$ cat src/rtl/alu_nibble_sequencer.sv
// Nibble-serial front end for a 4-bit 74181 alu: accepts one wide operation, ripples it through
// the alu LSB first with carry chaining, and returns the reassembled result on a valid/ready port.
module alu_nibble_sequencer #(
   parameter int NIBBLES = 4
) (
   input  logic                 clk,
   input  logic                 rst_n,
   input  logic                 in_valid,
   output logic                 in_ready,
   input  logic [3:0]           in_s,
   input  logic                 in_m,
   input  logic [4*NIBBLES-1:0] in_a,
   input  logic [4*NIBBLES-1:0] in_b,
   input  logic                 in_cn,
   output logic [3:0]           alu_s,
   output logic                 alu_m,
   output logic [3:0]           alu_a,
   output logic [3:0]           alu_b,
   output logic                 alu_cn,
   input  logic [3:0]           alu_f,
   input  logic                 alu_cn_4,
   output logic                 out_valid,
   input  logic                 out_ready,
   output logic [4*NIBBLES-1:0] out_f,
   output logic                 out_cn,
   output logic                 out_zero
);

   localparam int W     = 4 * NIBBLES;
   localparam int IDX_W = (NIBBLES > 1) ? $clog2(NIBBLES) : 1;
   localparam logic [IDX_W-1:0] LAST_IDX = IDX_W'(NIBBLES - 1);

   localparam logic [1:0] IDLE = 2'd0;
   localparam logic [1:0] RUN  = 2'd1;
   localparam logic [1:0] DONE = 2'd2;

   logic [1:0]       state;
   logic [IDX_W-1:0] idx;
   logic [3:0]       s_lat;
   logic             m_lat;
   logic [W-1:0]     a_lat;
   logic [W-1:0]     b_lat;
   logic             cn_lat;
   logic [W-1:0]     result;
   logic             carry_reg;
   logic [W-1:0]     result_nxt;
   logic [IDX_W+1:0] nib_base;

   assign nib_base = {idx, 2'b00};

   // The alu is combinational, so the nibble driven this cycle is merged into the result here.
   always_comb begin
      result_nxt = result;
      result_nxt[nib_base +: 4] = alu_f;
   end

   assign in_ready  = rst_n && (state == IDLE);
   assign out_valid = (state == DONE);
   assign out_zero  = (out_f == '0);

   assign alu_s  = s_lat;
   assign alu_m  = m_lat;
   assign alu_a  = (state == RUN) ? a_lat[nib_base +: 4] : 4'd0;
   assign alu_b  = (state == RUN) ? b_lat[nib_base +: 4] : 4'd0;
   assign alu_cn = (state == RUN) ? ((idx == '0) ? cn_lat : carry_reg) : 1'b0;

   always_ff @(posedge clk) begin
      if (!rst_n) begin
         state     <= IDLE;
         idx       <= '0;
         s_lat     <= 4'd0;
         m_lat     <= 1'b0;
         a_lat     <= '0;
         b_lat     <= '0;
         cn_lat    <= 1'b0;
         result    <= '0;
         carry_reg <= 1'b0;
         out_f     <= '0;
         out_cn    <= 1'b0;
      end else begin
         case (state)
            IDLE: begin
               if (in_valid) begin
                  s_lat  <= in_s;
                  m_lat  <= in_m;
                  a_lat  <= in_a;
                  b_lat  <= in_b;
                  cn_lat <= in_cn;
                  idx    <= '0;
                  state  <= RUN;
               end
            end
            RUN: begin
               result    <= result_nxt;
               carry_reg <= alu_cn_4;
               if (idx == LAST_IDX) begin
                  idx    <= '0;
                  out_f  <= result_nxt;
                  out_cn <= alu_cn_4;
                  state  <= DONE;
               end else begin
                  idx <= idx + 1'b1;
               end
            end
            DONE: begin
               if (out_ready) state <= IDLE;
            end
            default: state <= IDLE;
         endcase
      end
   end

endmodule

$ cat config.mk
export PLATFORM = sky130hd
export DESIGN_NAME = alu_nibble_sequencer
export DESIGN_NICKNAME = d
export VERILOG_FILES = /design/src/rtl/alu_nibble_sequencer.sv
export SDC_FILE = /design/constraint.sdc
export NUM_CORES = 1
export LEC_CHECK = 0
export CAP_MARGIN = 20
export CORE_MARGIN = 4
export CORE_UTILIZATION = 50
export DETAILED_ROUTE_END_ITERATION = 10
export HOLD_SLACK_MARGIN = 0.15
export PLACE_DENSITY = 0.8
export SLEW_MARGIN = 0
export SYNTH_ARGS = -nofsm -noshare
export SYNTH_HDL_FRONTEND = slang
export SYNTH_SLANG_ARGS = --single-unit
export TNS_END_PERCENT = 1
$ cat constraint.sdc
create_clock -name clk -period 4.1 [get_ports clk]
set_clock_uncertainty 0.2 [all_clocks]
set_input_delay 0.82 -clock clk [delete_from_list [all_inputs] [get_ports clk]]
set_output_delay 0.82 -clock clk [all_outputs]
set_load 0.01 [all_outputs]
==> flow_summary.ini, run 1 <==
[logic_synthesis]
synth_area_leaders = dfxtp_1, nand2_1, a21boi_0
ys_ff_latch = 76
yosysTopAreaCell = dfxtp_1
synth-warning-count = 0
synth_most_common_cell = nand2_1
yosys_most_used_dff = dfxtp_1
synth_area_sq_mm = 0.00344
syn-num-nets = 437
synth_edf_count = 0
synthDistinctLibCells = 37
netlist_top_cells_count = nand2_1, dfxtp_1, a21boi_0
seq_area_frac_synth_pct = 44.3
synth_cells = 384
async_reset_ff_share_pct = 0
synth_top_cell_area_share_pct = 44.3
syn-mean-instance-area_sq_um = 8.95

[power]
sw_frac_of_total_pct = 24.6
power_leakage_nw = 1.61
p_int_w = 0.00116
ir_worst_vdd_uv = 222
power_frac_seq_pct = 50.9
power_frac_comb_pct = 13.3
power_density_mw_per_mm2 = 349
clkPwrFrac_pct = 35.7
netSwitchingPower_w = 0.000379

[sta]
grt_setup_unrepaired = no
finalHoldViolCount = 0
period_share_pct = 82.6
slew_violations = 0
setup_viol = 0
worst_pin_slew_ns = 1.02
slew_headroom_pct = 31.7
finalCriticalPeriod_ns = 3.39
fmax_ghz = 0.295
tns_ns = 0
hold_slack_ns = 0.262

[run_status]
status = finished, final reports clean

[cts]
path_clk_slew_ns = 0.07
cts_resized = 0
ctsHoldBuffers = 0
clock-sinks = 76
clk_latency_ns = 0.34
cts_tree = built
cts_htree_levels = 3
root_buffer = clkbuf_8
post_cts_buffers = 0
cts_buffers = 9
cts.path.max_buffers = 2

[placement]
dp_hpwl_um = 5660
port-buffer-count = 80
globalplace.congestion = 0.832

[detailed_routing]
drt_iter0_drc = 161
drt-met1-wl_um = 3620
routed-wl-met2_um = 4010
drcViolationCount = 0
routed_via_density = 5.61
drtPass1Iterations = 4
vias = 2975
avgRoutedWirePerCell_um = 15.5
dr_wl_met3_um = 431
dr.max_layer_used = met4
ant_nets = 0
wl_um = 8190

[final_layout]
post-route-util_pct = 68.0
multiInputGateArea_sq_mm = 0.00177
nFillCells = 540
diodes = 0
nets = 502
layout.area.seq_sq_mm = 0.00152
drive_gt1_share_pct = 5.74
area.growth.synth_to_final_pct = 28.6

[setup_path]
cp.required_ns = 3.08
cp.arrival_ns = 2.37
endpoint_kind = output pin
path_class = reg -> out
r2r_cells = 5
regToRegSetupSlack_ns = 1.55
crit_fanout = 10
critPathLaunchType = flop

[floorplan]
fp.coreArea_sq_mm = 0.00649
start_util_pct = 52.9
rows = 29
die_h_um = 90.9
die_w_um = 90.9
ioPinCount = 81
dieArea_sq_mm = 0.00826

[worst_hold_path]
holdPathStages = 2
hp-class = reg -> reg

[flow_run]
cap_viol_max_count = 0

[global_route]
antenna_found_initial = 0
overflow = 0
grt_usage_pct = 20.0
grt_max_degree = 81
grt_pass1_vias = 2877
grt_pass1_wl_um = 13300
final cells by class:
type                       count  share of cell area [%]
timing repair buffer          84                    18.7
clock inverter                 5                    1.19
clock buffer                  10                    3.11
inverter                       3                   0.255
multi-input combinational    275                    40.1
tap                           77                    2.18
sequential                    76                    34.4
power groups by stage:
stage	Sequential (W)	Clock, W	Combinational, W
detailed placement	0.000802	0	0.000205
finish	0.000785	0.000551	0.000206
floorplan	0.000796	0	0.000120
global route	0.000789	0.000596	0.000225
global placement	0.000800	0	0.000201
CTS	0.000785	0.000557	0.000206
cells by family after synthesis:
family | count (synthesis) | share of synthesized area, %
buffers and inverters | 33 | 4.30
AOI/OAI and AO/OA | 101 | 19.4
adders and majority gates | 6 | 2.18
and+or+nand+nor | 158 | 23.1
muxes | 10 | 6.70
DFF | 76 | 44.3
layer usage:
layer  vias to the layer above  track usage (%)
li1                       1474                -
met1                      1404             24.8
met5                         -                0
met4                         0             8.29
met2                        85             33.4
met3                        12             4.83
worst paths after layout:
check                  end      from
setup reg to reg  out_f[6]    idx[0]
setup / recovery  alu_b[0]    idx[0]
hold reg to reg   b_lat[0]  b_lat[0]
hold / removal    b_lat[0]  b_lat[0]
critical path, stage by stage (launching register included):
cell,delay (ns)
dfxtp_1,0.57
buf_4,0.25
mux4_1,0.55
and2_1,0.18
clkdlybuf4s50_1,0.48
metrics by stage:
step	cell area, sq um	power, W	setup WS (ns)	instances
6_report	4420	0.00154	0.714	530
5_1_grt	4420	0.00161	0.565	530
4_1_cts	4420	0.00155	0.691	530
3_5_place_dp	4230	0.00101	1.07	515
3_3_place_gp	4230	0.00100	1.09	515
2_1_floorplan	3440	0.000917	1.41	384
cells in the final DEF (no fill, tap or decap), drive strengths merged, types with 9 or more instances in the layout:
master	Yosys	final
nand2	94	94
nand4	9	9
nor2b	14	14
and2	11	11
clkbuf	17	10
dfxtp	76	76
a21oi	14	14
o22ai	11	11
o21ai	17	17
clkdlybuf4s50	0	79
a21boi	41	41
(Power assumes the default switching activity.)
==> run 2: changes to the inputs <==
--- a/config.mk
+++ b/config.mk
@@ -7,10 +7,10 @@
 export LEC_CHECK = 0
 export CAP_MARGIN = 20
 export CORE_MARGIN = 4
-export CORE_UTILIZATION = 50
+export CORE_UTILIZATION = 45
 export DETAILED_ROUTE_END_ITERATION = 10
 export HOLD_SLACK_MARGIN = 0.15
-export PLACE_DENSITY = 0.8
+export PLACE_DENSITY = 0.76
 export SLEW_MARGIN = 0
 export SYNTH_ARGS = -nofsm -noshare
 export SYNTH_HDL_FRONTEND = slang
==> constraint.sdc (replaced) <==
create_clock -name clk -period 3.1 [get_ports clk]
set_clock_uncertainty 0.2 [all_clocks]
set_input_delay 0.62 -clock clk [delete_from_list [all_inputs] [get_ports clk]]
set_output_delay 0.62 -clock clk [all_outputs]
set_load 0.01 [all_outputs]
==> run 2 against run 1 <==
Power increased by 40%. Worst setup slack worse by 0.56 ns. Combinational power increased by 35%. Largest power group unchanged. Critical path depth did not move. Non-clock buffer count rose by 3. Die area rose by 10%. Sequential power up 31%. Final cell count rose by 4.9%. Highest routed layer unchanged. Sequential share of layout area decreased by 0.65 points.
==> flow_summary.ini, run 2 (synthesis gave the netlist of run 1 again) <==
[global_route]
grt_pass1_wl_um = 14000
grt_usage_pct = 19.7
grt_max_degree = 81
antenna_found_initial = 0
grt_pass1_vias = 2948
overflow = 0

[detailed_routing]
wl_um = 8430
avgRoutedWirePerCell_um = 15.2
drcViolationCount = 0
routed_via_density = 5.33
drtPass1Iterations = 4
drt_iter0_drc = 229
vias = 2964
ant_nets = 0

[final_layout]
diodes = 0
post-route-util_pct = 61.4
stdcell_count = 556
final_common_cell = nand2_1
fin_area_sq_mm = 0.00450
drive_gt1_share_pct = 6.56
area.growth.synth_to_final_pct = 31.1
nets = 505
mostFrequentLayoutCells = nand2_1, clkdlybuf4s50_1, dfxtp_1

[sta]
setup_viol = 0
slew_violations = 0
grt_setup_unrepaired = no
finalHoldViolCount = 0
period_share_pct = 95.1
finalCriticalPeriod_ns = 2.95
fmax_ghz = 0.339
worst_pin_slew_ns = 0.654
slew_headroom_pct = 56.4
tns_ns = 0

[cts]
cts_resized = 0
cts_tree = built
path_clk_slew_ns = 0.08
clock-sinks = 76
root_buffer = clkbuf_8
cts.path.max_buffers = 2
ctsHoldBuffers = 0
clk_latency_ns = 0.35
post_cts_buffers = 0
cts_htree_levels = 3
cts_buffers = 9

[placement]
dp_hpwl_um = 5900
globalplace.congestion = 0.797
port-buffer-count = 80
post_dp_cell_area_sq_mm = 0.00428
place_inst = 540

[setup_path]
cp.arrival_ns = 2.13
crit_fanout = 17
path_class = reg -> out
cp.required_ns = 2.28
critPathLaunchType = flop
endpoint_kind = output pin

[floorplan]
start_util_pct = 46.9
fp.coreArea_sq_mm = 0.00733
rows = 31
die_w_um = 95.4
ioPinCount = 81
dieArea_sq_mm = 0.00910
die_h_um = 95.4

[run_status]
status = finished, final reports clean

[power]
power_leakage_nw = 1.63
total_power_w = 0.00216
ir_worst_vdd_uv = 271
power_density_mw_per_mm2 = 478

[worst_hold_path]
hp-class = reg -> reg

[flow_run]
cap_viol_max_count = 0
## run 2: stage by stage
stage,setup slack [ns],hold slack [ns]
5_1_grt,0.0217,0.293
6_report,0.152,0.264
3_5_place_dp,0.525,0.255
2_1_floorplan,0.811,0.239
3_3_place_gp,0.544,0.249
4_1_cts,0.127,0.267
## run 2: final timing paths
path,startpoint,endpoint,slack [ns],cells past startpoint
hold / removal,alu_s[1],alu_s[1],0.26,2
setup reg to reg,idx[0],result[8],0.72,6
setup / recovery,idx[0],alu_b[0],0.15,4
hold reg to reg,alu_s[1],alu_s[1],0.26,2
## run 2: area by class of cell
cell class	instances	area [sq um]
timing repair buffer	87	848
fill	607	2830
inverter	3	11.3
tap	99	124
multi-input combinational	275	1770
clock inverter	6	87.6
sequential	76	1520
clock buffer	10	138
## run 2: routing by layer
metal / wire length (um) / track usage, % / up-vias
met4: 106 / 6.99 / 0
met5: 0 / 0 / -
li1: - / - / 1488
met3: 446 / 4.34 / 8
met2: 4070 / 32.2 / 74
met1: 3800 / 25.8 / 1394
## run 2: where the power goes
part | switching (W) | leakage (nW) | internal (W)
Combinational | 0.000137 | 0.911 | 0.000141
Clock | 0.000370 | 0.105 | 0.000473
Sequential | 0.0000207 | 0.619 | 0.00101
Total | 0.000528 | 1.63 | 0.00163
## run 2: critical path: stages, from the launching register on
cell	delay (ns)
dfxtp_1	0.31
buf_4	0.23
mux4_1	0.56
and2_1	0.19
clkdlybuf4s50_1	0.48
